<file path="src/rtl/instrument_display_mux.sv">
// Multi-channel instrument readout: samples one channel per update tick, converts it to BCD
// serially (double-dabble, one bit per cycle) and drives active-low 7-segment digits.
module instrument_display_mux #(
  parameter int NUM_CH          = 4,
  parameter int VALUE_W         = 16,
  parameter int DIGITS          = 4,
  parameter int UPDATE_MS       = 100,
  parameter int CLOCK_FREQUENCY = 166000000,
  parameter int CYCLE_UPDATES   = 20
) (
  input  logic                      clk,
  input  logic                      reset,
  input  logic [NUM_CH*VALUE_W-1:0] values,
  input  logic [$clog2(NUM_CH)-1:0] ch_sel,
  input  logic                      auto_cycle,
  input  logic                      blank_lz,
  output logic [DIGITS*7-1:0]       hex,
  output logic [$clog2(NUM_CH)-1:0] ch_shown,
  output logic                      overflow,
  output logic                      busy
);

  localparam int CH_W     = $clog2(NUM_CH);
  localparam int TICK_CYC = CLOCK_FREQUENCY / 1000 * UPDATE_MS;
  localparam int TICK_W   = (TICK_CYC > 1) ? $clog2(TICK_CYC) : 1;
  localparam int CUP_W    = $clog2(CYCLE_UPDATES + 1);
  localparam int BIT_W    = $clog2(VALUE_W + 1);
  // Decimal digits needed for 2**VALUE_W-1 (ceil of VALUE_W*log10(2)), never fewer than DIGITS.
  localparam int NAT_DIG  = (VALUE_W * 30103 + 99999) / 100000;
  localparam int BCD_DIG  = (NAT_DIG > DIGITS) ? NAT_DIG : DIGITS;
  localparam int BCD_W    = 4 * BCD_DIG;

  typedef enum logic [1:0] {
    S_IDLE,
    S_CONV,
    S_LOAD
  } state_t;

  state_t               state_q, state_d;
  logic [TICK_W-1:0]    tick_cnt_q, tick_cnt_d;
  logic [CUP_W-1:0]     auto_cnt_q, auto_cnt_d;
  logic [CH_W-1:0]      auto_ch_q, auto_ch_d;
  logic [VALUE_W-1:0]   shift_q, shift_d;
  logic [BCD_W-1:0]     bcd_q, bcd_d;
  logic [BIT_W-1:0]     bit_cnt_q, bit_cnt_d;
  logic [CH_W-1:0]      pend_ch_q, pend_ch_d;
  logic [DIGITS*7-1:0]  hex_q, hex_d;
  logic [CH_W-1:0]      ch_shown_q, ch_shown_d;
  logic                 overflow_q, overflow_d;

  logic                 tick;
  logic [CH_W-1:0]      src_raw, src_ch;
  logic [VALUE_W-1:0]   src_val;
  logic [BCD_W-1:0]     bcd_adj;
  logic [DIGITS*7-1:0]  hex_new;
  logic                 ovf;

  function automatic logic [6:0] seg7(input logic [3:0] d);
    case (d)
      4'd0:    seg7 = 7'b1000000;
      4'd1:    seg7 = 7'b1111001;
      4'd2:    seg7 = 7'b0100100;
      4'd3:    seg7 = 7'b0110000;
      4'd4:    seg7 = 7'b0011001;
      4'd5:    seg7 = 7'b0010010;
      4'd6:    seg7 = 7'b0000010;
      4'd7:    seg7 = 7'b1111000;
      4'd8:    seg7 = 7'b0000000;
      4'd9:    seg7 = 7'b0010000;
      default: seg7 = 7'h7F;
    endcase
  endfunction

  assign tick = (tick_cnt_q == TICK_W'(TICK_CYC - 1));

  always_comb begin
    tick_cnt_d = tick ? '0 : tick_cnt_q + 1'b1;
    auto_cnt_d = auto_cnt_q;
    auto_ch_d  = auto_ch_q;
    if (!auto_cycle) begin
      auto_cnt_d = '0;
    end else if (tick) begin
      // Ticks are counted even when the converter is busy and drops them.
      if (auto_cnt_q == CUP_W'(CYCLE_UPDATES - 1)) begin
        auto_cnt_d = '0;
        auto_ch_d  = (auto_ch_q == CH_W'(NUM_CH - 1)) ? '0 : auto_ch_q + 1'b1;
      end else begin
        auto_cnt_d = auto_cnt_q + 1'b1;
      end
    end
  end

  always_comb begin
    src_raw = auto_cycle ? auto_ch_d : ch_sel;
    src_ch  = (src_raw > CH_W'(NUM_CH - 1)) ? CH_W'(NUM_CH - 1) : src_raw;
    src_val = '0;
    for (int unsigned k = 0; k < NUM_CH; k++) begin
      if (src_ch == CH_W'(k)) src_val = values[k*VALUE_W +: VALUE_W];
    end
  end

  always_comb begin
    bcd_adj = bcd_q;
    for (int unsigned k = 0; k < BCD_DIG; k++) begin
      if (bcd_q[k*4 +: 4] >= 4'd5) bcd_adj[k*4 +: 4] = bcd_q[k*4 +: 4] + 4'd3;
    end
  end

  always_comb begin : display_decode
    logic            lead;
    logic [3:0]      nib;
    logic [6:0]      seg;
    int unsigned     i;
    ovf = 1'b0;
    for (int unsigned k = DIGITS; k < BCD_DIG; k++) begin
      ovf = ovf | (|bcd_q[k*4 +: 4]);
    end
    hex_new = '1;
    lead    = 1'b1;
    // Walk from the most significant digit down so leading zeros can be blanked.
    for (int unsigned j = 0; j < DIGITS; j++) begin
      i   = DIGITS - 1 - j;
      nib = bcd_q[i*4 +: 4];
      if (nib != 4'd0 || i == 0) lead = 1'b0;
      if (ovf)                   seg = 7'b0111111;
      else if (blank_lz && lead) seg = 7'h7F;
      else                       seg = seg7(nib);
      hex_new[i*7 +: 7] = seg;
    end
  end

  always_comb begin
    state_d    = state_q;
    shift_d    = shift_q;
    bcd_d      = bcd_q;
    bit_cnt_d  = bit_cnt_q;
    pend_ch_d  = pend_ch_q;
    hex_d      = hex_q;
    ch_shown_d = ch_shown_q;
    overflow_d = overflow_q;
    case (state_q)
      S_IDLE: begin
        if (tick) begin
          shift_d   = src_val;
          bcd_d     = '0;
          bit_cnt_d = '0;
          pend_ch_d = src_ch;
          state_d   = S_CONV;
        end
      end
      S_CONV: begin
        bcd_d     = (bcd_adj << 1) | BCD_W'(shift_q[VALUE_W-1]);
        shift_d   = shift_q << 1;
        bit_cnt_d = bit_cnt_q + 1'b1;
        if (bit_cnt_q == BIT_W'(VALUE_W - 1)) state_d = S_LOAD;
      end
      S_LOAD: begin
        hex_d      = hex_new;
        ch_shown_d = pend_ch_q;
        overflow_d = ovf;
        state_d    = S_IDLE;
      end
      default: state_d = S_IDLE;
    endcase
  end

  always_ff @(posedge clk) begin
    if (!reset) begin
      state_q    <= S_IDLE;
      tick_cnt_q <= '0;
      auto_cnt_q <= '0;
      auto_ch_q  <= '0;
      shift_q    <= '0;
      bcd_q      <= '0;
      bit_cnt_q  <= '0;
      pend_ch_q  <= '0;
      hex_q      <= '1;
      ch_shown_q <= '0;
      overflow_q <= 1'b0;
    end else begin
      state_q    <= state_d;
      tick_cnt_q <= tick_cnt_d;
      auto_cnt_q <= auto_cnt_d;
      auto_ch_q  <= auto_ch_d;
      shift_q    <= shift_d;
      bcd_q      <= bcd_d;
      bit_cnt_q  <= bit_cnt_d;
      pend_ch_q  <= pend_ch_d;
      hex_q      <= hex_d;
      ch_shown_q <= ch_shown_d;
      overflow_q <= overflow_d;
    end
  end

  assign hex      = hex_q;
  assign ch_shown = ch_shown_q;
  assign overflow = overflow_q;
  assign busy     = (state_q != S_IDLE);

endmodule

</file>
<file path="config.mk">
export PLATFORM = sky130hd
export DESIGN_NAME = instrument_display_mux
export DESIGN_NICKNAME = d
export VERILOG_FILES = /design/src/rtl/instrument_display_mux.sv
export SDC_FILE = /design/constraint.sdc
export NUM_CORES = 1
export LEC_CHECK = 0
export CAP_MARGIN = 40
export CORE_UTILIZATION = 39
export DETAILED_ROUTE_END_ITERATION = 10
export GPL_ROUTABILITY_DRIVEN = 0
export RECOVER_POWER = 25
export SLEW_MARGIN = 25
export SYNTH_ARGS = -nofsm -noshare
export SYNTH_HDL_FRONTEND = slang
export SYNTH_SLANG_ARGS = --single-unit
</file>
<file path="constraint.sdc">
create_clock -name clk -period 7.18 [get_ports clk]
set_input_delay 0.718 -clock clk [delete_from_list [all_inputs] [get_ports clk]]
set_output_delay 0.718 -clock clk [all_outputs]
set_load 0.02 [all_outputs]
</file>
==> out/metrics.yaml, run 1 <==
fin_hold_ws_ns: 0.441
grtUsageTotal: 0.185
r2r-start: "tick_cnt_q[6]"
ios: 102
die_h_um: 132
vdd_drop_max_mv: 0.168
h-tree-depth: 4
ant_nets: 0
worst_pin_slew_ns: 1.73
row_count: 47
cellPowerDensity_nw_per_um2: 211
synth_commonest_cells: "dfxtp_1 (135), nand2_1 (74), nor2_1 (54), mux2i_1 (45), a21oi_1 (43)"
critPathKind: "in -> reg"
clk_path_buf_depth: 2
cap_violations: 1
violations: "capacitance limit, slew limit"
clk_pin_slew_worst_paths_ns: 0.06
synth.most_common_cell: "dfxtp_1"
cts_tree: "yes"
async_flop_share: 0
dp_slack_ns: 3.29
synth_nets: 816
antenna_found_initial: 0
p_leak_nw: 3.41
max_slew_margin: -0.156
drtIter0Drc: 231
hold_path_depth: 2
grt_pass1_vias: 5361
flow.area_growth_from_synthesis_pct: 29.1
drt_wl_total_um: 15700
synth_cells: 708
slowest_stage: "clkbuf_1"
rsz0062_at_grt: "no"
grt_pass1_wl_um: 26000
cts_resized: 0
fin_util: 0.513
syn-cell-area_um2: 6570
postCtsSetupRepairBufs: 0
setup_slack_ns: 2.33
dr.pass1.iters: 7
crit_path_end_kind: "flop"
grt.overflow.total: 0
die_w_um: 132
nNetsFinal: 917
clock_latency_ns: 0.42
r2r_cells: 9
fmax_ghz: 0.206
slew_violations: 35
finalCritPeriodShare: 0.675
synth_edf_count: 0
ys.warnings.count: 0
synthTopCellsByArea: "dfxtp_1 (41%), ha_1 (7.2%), mux2i_1 (6.9%)"
cts-buffers-inserted: 17
finalSetupViolations: 0
dieArea_um2: 17400
drive_above_1_share: 0.0973
ys_seq_area_frac: 0.411
core-area_um2: 16500
antenna_cells: 0
port_buffers: 101
cp-start-kind: "input port"
synth_top_cell_area_share: 0.411
start_util: 0.398
ff2ff_setup_slack_ns: 4.13
synth.ff_latch_count: 135
grt_max_degree: 35
wl_per_cell_um: 15.1
cts_sinks: 135
drc: 0
ys.flop_type: "dfxtp_1"
avgSynthCellArea_um2: 9.28
skew_ns: 0.00677
place.detailed.hpwl_um: 11200
vias_per_cell: 5.17
worst_ep_required_time_ns: 7.53
worst_ep_arrival_time_ns: 5.20
post-route-min-period_ns: 4.85
status: "complete, but fails checks"
synth_cell_types: 56
cts_root_buf: "clkbuf_16"
hold_viol: 0
worst-path-max-fanout: 34
crit_chain: "dlygate4sd3_1 -> clkbuf_1 -> inv_1 -> buf_4 -> a21oi_4 -> buf_8 -> a21oi_1 -> ha_1 -> or2_2 -> a21oi_1"
finalSetupTns_ns: 0
num_vias: 5383
crit_top_cell: "a21oi_1"
worstHoldEndpoint: "hex[11]"
yosys.area.top_type: "dfxtp_1"
worst_hold_path_type: "reg -> reg"
cts_hold_buf: 0
max_stage_delay_ns: 1.24
[worst max-delay path: cells and delay by family]
family | cells | cell delay (ns)
buf+inv | 5 | 3.09
simple gates | 1 | 0.29
fa+ha+maj | 1 | 0.33
compound gates | 3 | 0.75
[layer usage]
metal / vias to the layer above / global-route usage / wire length [um]
met4: 0 / 0.0782 / 286
met3: 19 / 0.0415 / 649
met1: 2524 / 0.229 / 7330
met5: - / 0 / 0
met2: 127 / 0.311 / 7450
li1: 2713 / - / -
[power by group]
group          leakage (nW)  internal (mW)  switching (mW)
clock                 0.316          0.634           0.324
sequential             1.09          0.751         0.00105
combinational          2.00         0.0503          0.0328
[metrics by stage]
step	area (um^2)	total power [mW]	cells
after floorplan	6570	0.803	708
after global routing	8480	1.85	1042
after detailed placement	7820	0.851	1009
final	8480	1.79	1042
after global placement	7800	0.849	1007
after CTS	8480	1.81	1041
[worst max-delay path by stage]
stage	end	start	cells after the start	slack (ns)
after floorplan	flop	reset	8	4.58
after global placement	flop	reset	9	3.05
after detailed placement	flop	reset	10	3.29
after CTS	flop	reset	10	3.73
after global routing	flop	reset	10	2.00
final	flop	reset	10	2.33
[logic make-up after synthesis]
family	synth area share
buffers and inverters	0.0419
and+or+nand+nor	0.158
DFF	0.411
muxes	0.102
adders and majority gates	0.0723
xor gates and xnor gates	0.0413
AOI/OAI and AO/OA	0.174
[area by class of cell]
type | count | area [um^2]
Fill cell | 1486 | 8040
Multi-Input combinational cell | 504 | 3610
Sequential cell | 135 | 2700
Timing Repair Buffer | 109 | 1080
Clock buffer | 20 | 457
Tap cell | 220 | 275
Clock inverter | 12 | 198
Inverter | 42 | 158
[cells in the final DEF, fill, tap and decap left out, drive strengths merged, types with 16 or more instances in the layout]
cell	netlist	routed
inv	42	43
o22ai	25	25
a21oi	45	45
nand2	74	74
mux2i	45	45
clkbuf	19	21
ha	38	38
nor2	54	54
nand3	19	19
xnor2	16	16
mux2	19	19
dlygate4sd3	0	28
o21ai	25	25
clkdlybuf4s50	0	73
dfxtp	135	135
a22oi	16	16
Note: power is estimated with default switching activity, not from simulation.
==> run 2, diff against run 1 <==
- clock period: 7.18 -> 4 ns (I/O delays scaled with it)
==> run 2 against run 1 <==
Compared with the run above:
- the flow still finishes with violations (capacitance limit, slew limit)
- final cell count grew 0.19%
- sequential power is 80% higher
- clock skew hardly changed
- sequential share of layout area is essentially flat
- non-clock buffer count rose by 2
- routed wire length up 0.67%
- core utilization about the same
- clock-buffer cell count did not move
- total power up 76%
- critical path depth shrank 1
- setup slack worse by 1.3 ns
- register-to-register slack lost 3.1 ns
- critical path type is now reg -> reg
==> out/metrics.yaml, run 2 (same netlist as run 1, synthesis figures left out) <==
worst_pin_slew_ns: 1.52  # was 1.73 ns
p_leak_nw: 3.41  # about the same
die_w_um: 132  # unchanged
nNetsFinal: 919  # was 917
layout_common_cells: "dfxtp_1 (135), nand2_1 (74), clkdlybuf4s50_1 (70), nor2_1 (54), mux2i_1 (45)"  # was dfxtp_1 (135), nand2_1 (74), clkdlybuf4s50_1 (73), nor2_1 (52), mux2i_1 (45)
setup_slack_ns: 1.00  # was 2.33 ns
antenna_found_initial: 0  # unchanged
r2r_cells: 9  # unchanged
layout_commonest_cell: "dfxtp_1"  # unchanged
num_vias: 5420  # was 5,383
ff2ff_setup_slack_ns: 1.00  # was 4.13 ns
ios: 102  # unchanged
die_h_um: 132  # unchanged
cts_sinks: 135  # unchanged
violations: "capacitance limit, slew limit"  # unchanged
drt_wl_total_um: 15800  # was 15,700 um
critPathTopFamily: "compound AO/OA/AOI/OAI gates"  # was buffers and inverters
slew_violations: 29  # was 35
worst_ep_arrival_time_ns: 3.35  # was 5.20 ns
port_buffers: 101  # unchanged
ant_nets: 0  # unchanged
worst_ep_required_time_ns: 4.35  # was 7.53 ns
cap_violations: 1  # unchanged
cts_resized: 0  # unchanged
worst_hold_path_type: "reg -> reg"  # unchanged
max_stage_delay_ns: 0.43  # was 1.24 ns
grt.overflow.total: 0  # unchanged
drtIter0Drc: 238  # was 231
slowest_stage: "o31ai_4"  # was clkbuf_1
rsz0062_at_grt: "no"  # unchanged
status: "complete, but fails checks"  # unchanged
critPathKind: "reg -> reg"  # was in -> reg
vias_per_cell: 5.19  # was 5.17
cts-buffers-inserted: 17  # unchanged
finalSetupTns_ns: 0  # unchanged
grt_max_degree: 34  # was 35
clk_pin_slew_worst_paths_ns: 0.06  # about the same
critical_path.startpoint: "tick_cnt_q[6]"  # was reset
dp_slack_ns: 1.01  # was 3.29 ns
crit_top_cell: "a21oi_1"  # unchanged
postCtsSetupRepairBufs: 0  # unchanged
dr.pass1.iters: 6  # was 7
cts_tree: "yes"  # unchanged
fmax_ghz: 0.333
finalSetupViolations: 0  # unchanged
crit_chain: "nor4b_4 -> nand4_2 -> o31ai_4 -> a21oi_4 -> buf_16 -> a21oi_1 -> ha_1 -> or2_2 -> a21oi_1"  # was dlygate4sd3_1 -> clkbuf_1 -> inv_1 -> buf_4 -> a21oi_4 -> buf_8 -> a21oi_1 -> ha_1 -> or2_2 -> a21oi_1
grtUsageTotal: 0.189  # was 0.185
path_buf_inv: 1  # was 5
grt_pass1_vias: 5429  # was 5,361
r2r-start: "tick_cnt_q[6]"  # unchanged
post-route-min-period_ns: 3.00
h-tree-depth: 4  # unchanged
cellPowerDensity_nw_per_um2: 372  # was 211 nW/um^2
max_slew_margin: -0.0159  # was -0.156
wl_per_cell_um: 15.2  # was 15.1 um
drive_above_1_share: 0.0971  # was 0.0973
row_count: 47  # unchanged
crit_cells: 9  # was 10
place.detailed.hpwl_um: 11300  # was 11,200 um
flow.area_growth_from_synthesis_pct: 29.0  # was 29.1%
dieArea_um2: 17400  # unchanged
start_util: 0.398  # unchanged
core-area_um2: 16500  # unchanged
crit_path_end_kind: "flop"  # unchanged
hold_viol: 0  # unchanged
cp-start-kind: "flop"  # was input port
vdd_drop_max_mv: 0.264  # was 0.168 mV
antenna_cells: 0  # unchanged
clock_latency_ns: 0.42  # about the same
grt_pass1_wl_um: 26400  # was 26,000 um
fin_hold_ws_ns: 0.440  # was 0.441 ns
worst-path-max-fanout: 19  # was 34
cts_hold_buf: 0  # unchanged
clk_path_buf_depth: 2  # unchanged
cts_root_buf: "clkbuf_16"  # unchanged
skew_ns: 0.00677  # about the same
finalCritPeriodShare: 0.750
drc: 0  # unchanged
run 2: worst min-delay path by stage:
stage | to | cells after the start | slack, ns | start
floorplan | tick_cnt_q[0] | 1 | 0.42 | tick_cnt_q[0]
global placement | hex[16] | 2 | 0.42 | flop
detailed placement | hex[14] | 2 | 0.43 | flop
CTS | hex[14] | 2 | 0.44 | flop
global route | hex[19] | 2 | 0.46 | flop
finish | hex[9] | 2 | 0.44 | flop
run 2: stage by stage:
stage | cells | cell area (um^2) | utilization | total power, mW
after floorplan | 708 | 6570 | - | 1.44
after global placement | 1009 | 7810 | 0.473 | 1.52
after detailed placement | 1010 | 7820 | 0.473 | 1.53
after CTS | 1042 | 8450 | 0.511 | 3.19
after global routing | 1044 | 8480 | 0.513 | 3.25
final | 1044 | 8480 | 0.513 | 3.15
run 2: where the power goes:
group	leakage, nW	switching [mW]	internal (mW)
Clock	0.310	0.578	1.07
Combinational	2.01	0.0600	0.0924
Sequential	1.09	0.00205	1.35
run 2: area by class of cell:
| class | count | area [um^2] |
|---|---|---|
| Clock inverter | 12 | 174 |
| Fill cell | 1507 | 8040 |
| Timing Repair Buffer | 111 | 1110 |
| Clock buffer | 20 | 457 |
| Tap cell | 220 | 275 |
| Inverter | 42 | 158 |
| Sequential cell | 135 | 2700 |
| Multi-Input combinational cell | 504 | 3610 |
run 2: worst register-to-register path: stages (launching register included):
cell and delay [ns]:
dfxtp_1 0.38, nor4b_4 0.33, nand4_2 0.24, o31ai_4 0.43
a21oi_4 0.18, buf_16 0.20, a21oi_1 0.41, ha_1 0.33
or2_2 0.30, a21oi_1 0.14
run 2: per-layer routing:
metal  part of all wire  track usage  up-vias
met5                  0            0        -
met4              0.019       0.0840        0
met3              0.040       0.0446       20
met2               0.48        0.326      140
met1               0.46        0.223     2537
li1                   -            -     2723
==> run 3, diff against run 2 <==
- clock period: 4 -> 3 ns (I/O delays scaled with it)
==> run 3 against run 2 <==
Compared with the run above:
- the run now ends clean
- global-route usage is 0.41 points lower
- die area stayed put
- first-iteration DRC count is 16% lower
- total power is 32% higher
- worst hold slack better by 0.0010 ns
- critical path type unchanged
==> out/metrics.yaml, run 3 (same netlist as run 1, synthesis figures left out) <==
die_w_um: 132  # unchanged
wl_per_cell_um: 14.8  # was 15.2 um
drtIter0Drc: 201  # was 238
stdcell_area_um2: 8540  # was 8480 um^2
sw_frac_of_total: 0.210  # was 0.203
slowest_stage: "dfxtp_1"  # was o31ai_4
status: "complete, no violations"  # was complete, but fails checks
antenna_found_initial: 0  # unchanged
drive_above_1_share: 0.107  # was 0.0971
nNetsFinal: 925  # was 919
grtUsageTotal: 0.185  # was 0.189
crit_path_end_kind: "flop"  # unchanged
dp_slack_ns: 0.0680  # was 1.01 ns
slew_violations: 0  # was 29
port_buffers: 101  # unchanged
post-route-min-period_ns: 2.78  # was 3.00 ns
cts_sinks: 135  # unchanged
num_vias: 5367  # was 5,420
skew_ns: 0.00835  # was 0.00677 ns
row_count: 47  # unchanged
clock_latency_ns: 0.43  # was 0.42 ns
cell_internal_pwr_mw: 3.28  # was 2.51 mW
h-tree-depth: 4  # unchanged
total_switching_power_mw: 0.873  # was 0.640 mW
place.detailed.hpwl_um: 11300  # about the same
flow.area_growth_from_synthesis_pct: 29.9  # was 29.0%
drt_wl_total_um: 15500  # was 15,800 um
worst_pin_slew_ns: 0.878  # was 1.52 ns
p_clk_frac: 0.518  # was 0.524
finalSetupTns_ns: 0  # unchanged
layout_common_cells: "dfxtp_1 (135), nand2_1 (74), clkdlybuf4s50_1 (70), nor2_1 (54), mux2i_1 (45)"  # unchanged
finalCritPeriodShare: 0.926  # was 0.750
worst_ep_required_time_ns: 3.31  # was 4.35 ns
ios: 102  # unchanged
grt_max_degree: 34  # unchanged
start_util: 0.398  # unchanged
worst_hold_path_type: "reg -> reg"  # unchanged
hold_viol: 0  # unchanged
multiInputGateArea_um2: 3620  # was 3610 um^2
worst-path-max-fanout: 19  # unchanged
drc: 0  # unchanged
cp-start-kind: "flop"  # unchanged
finalSetupViolations: 0  # unchanged
cap_violations: 0  # was 1
rsz0062_at_grt: "no"  # unchanged
clk_pin_slew_worst_paths_ns: 0.06  # about the same
dieArea_um2: 17400  # unchanged
fillers: 1486  # was 1,507
cts_hold_buf: 0  # unchanged
postPlaceCellArea_um2: 7910  # was 7820 um^2
antenna_cells: 0  # unchanged
core-area_um2: 16500  # unchanged
grt_pass1_wl_um: 25700  # was 26,400 um
p_leak_nw: 3.42  # was 3.41 nW
vdd_drop_max_mv: 0.328  # was 0.264 mV
dr.pass1.iters: 5  # was 6
register_area_um2: 2700  # unchanged
cts-buffers-inserted: 17  # unchanged
setup_slack_ns: 0.221  # was 1.00 ns
fin_util: 0.517  # was 0.513
cellPowerDensity_nw_per_um2: 486  # was 372 nW/um^2
critPathKind: "reg -> reg"  # unchanged
die_h_um: 132  # unchanged
worst_ep_arrival_time_ns: 3.09  # was 3.35 ns
grt_pass1_vias: 5392  # was 5,429
fmax_ghz: 0.360  # was 0.333 GHz
crit_chain: "ha_1 -> and4_1 -> nand2_1 -> o31ai_4 -> a21oi_4 -> buf_16 -> a22o_1 -> inv_1 -> ha_1 -> nand2_1 -> mux2_2"  # was nor4b_4 -> nand4_2 -> o31ai_4 -> a21oi_4 -> buf_16 -> a21oi_1 -> ha_1 -> or2_2 -> a21oi_1
cts_root_buf: "clkbuf_16"  # unchanged
ant_nets: 0  # unchanged
fin_hold_ws_ns: 0.441  # was 0.440 ns
seq_power_share: 0.433  # was 0.428
vias_per_cell: 5.11  # was 5.19
clk_path_buf_depth: 2  # unchanged
cts_resized: 0  # unchanged
postCtsSetupRepairBufs: 0  # unchanged
max_slew_margin: 0.415  # was -0.0159
layout_commonest_cell: "dfxtp_1"  # unchanged
cts_tree: "yes"  # unchanged
max_stage_delay_ns: 0.36  # was 0.43 ns
combPwrFrac: 0.049  # was 0.048
grt.overflow.total: 0  # unchanged
==> run 3: routing by layer <==
| metal | wire, um | track usage |
|---|---|---|
| met5 | 0 | 0 |
| met4 | 212 | 0.0652 |
| met3 | 778 | 0.0546 |
| met2 | 7470 | 0.317 |
| met1 | 7070 | 0.219 |
==> run 3: cell type report <==
cell class	count	share of cell area
clock buffers	19	0.0530
flip-flops and latches	135	0.317
multi-input cells	504	0.424
clock inverters	13	0.0201
inverters	42	0.0185
repair buffers	117	0.136
well taps	220	0.0322
==> run 3: through the flow <==
step,power (mW),cells
6_report,4.15,1050
3_3_place_gp,2.04,1016
2_1_floorplan,1.92,708
4_1_cts,4.21,1050
3_5_place_dp,2.04,1018
5_1_grt,4.29,1050
==> run 3: worst max-delay path, delay by kind of cell, from the launching register on <==
kind,cells,cell delay [ns]
AOI/OAI and AO/OA,3,0.85
adders and majority gates,2,0.40
buffers and inverters,2,0.37
DFF,1,0.36
muxes,1,0.26
and+or+nand+nor,3,0.42
==> run 3: path summary, 6_finish.rpt <==
path	cells past startpoint	slack, ns	endpoint	from
setup / recovery	11	0.22	flop	tick_cnt_q[0]
hold reg to reg	2	0.44	hex[14]	flop
setup reg to reg	11	0.22	flop	tick_cnt_q[0]
hold / removal	2	0.44	hex[14]	flop
==> run 3: power groups by stage <==
| stage | Clock, mW | Combinational [mW] | Sequential [mW] |
|---|---|---|---|
| after detailed placement | 0 | 0.205 | 1.84 |
| after global routing | 2.27 | 0.221 | 1.80 |
| after floorplan | 0 | 0.0831 | 1.84 |
| after global placement | 0 | 0.198 | 1.84 |
| after CTS | 2.20 | 0.207 | 1.80 |
| final | 2.15 | 0.204 | 1.80 |
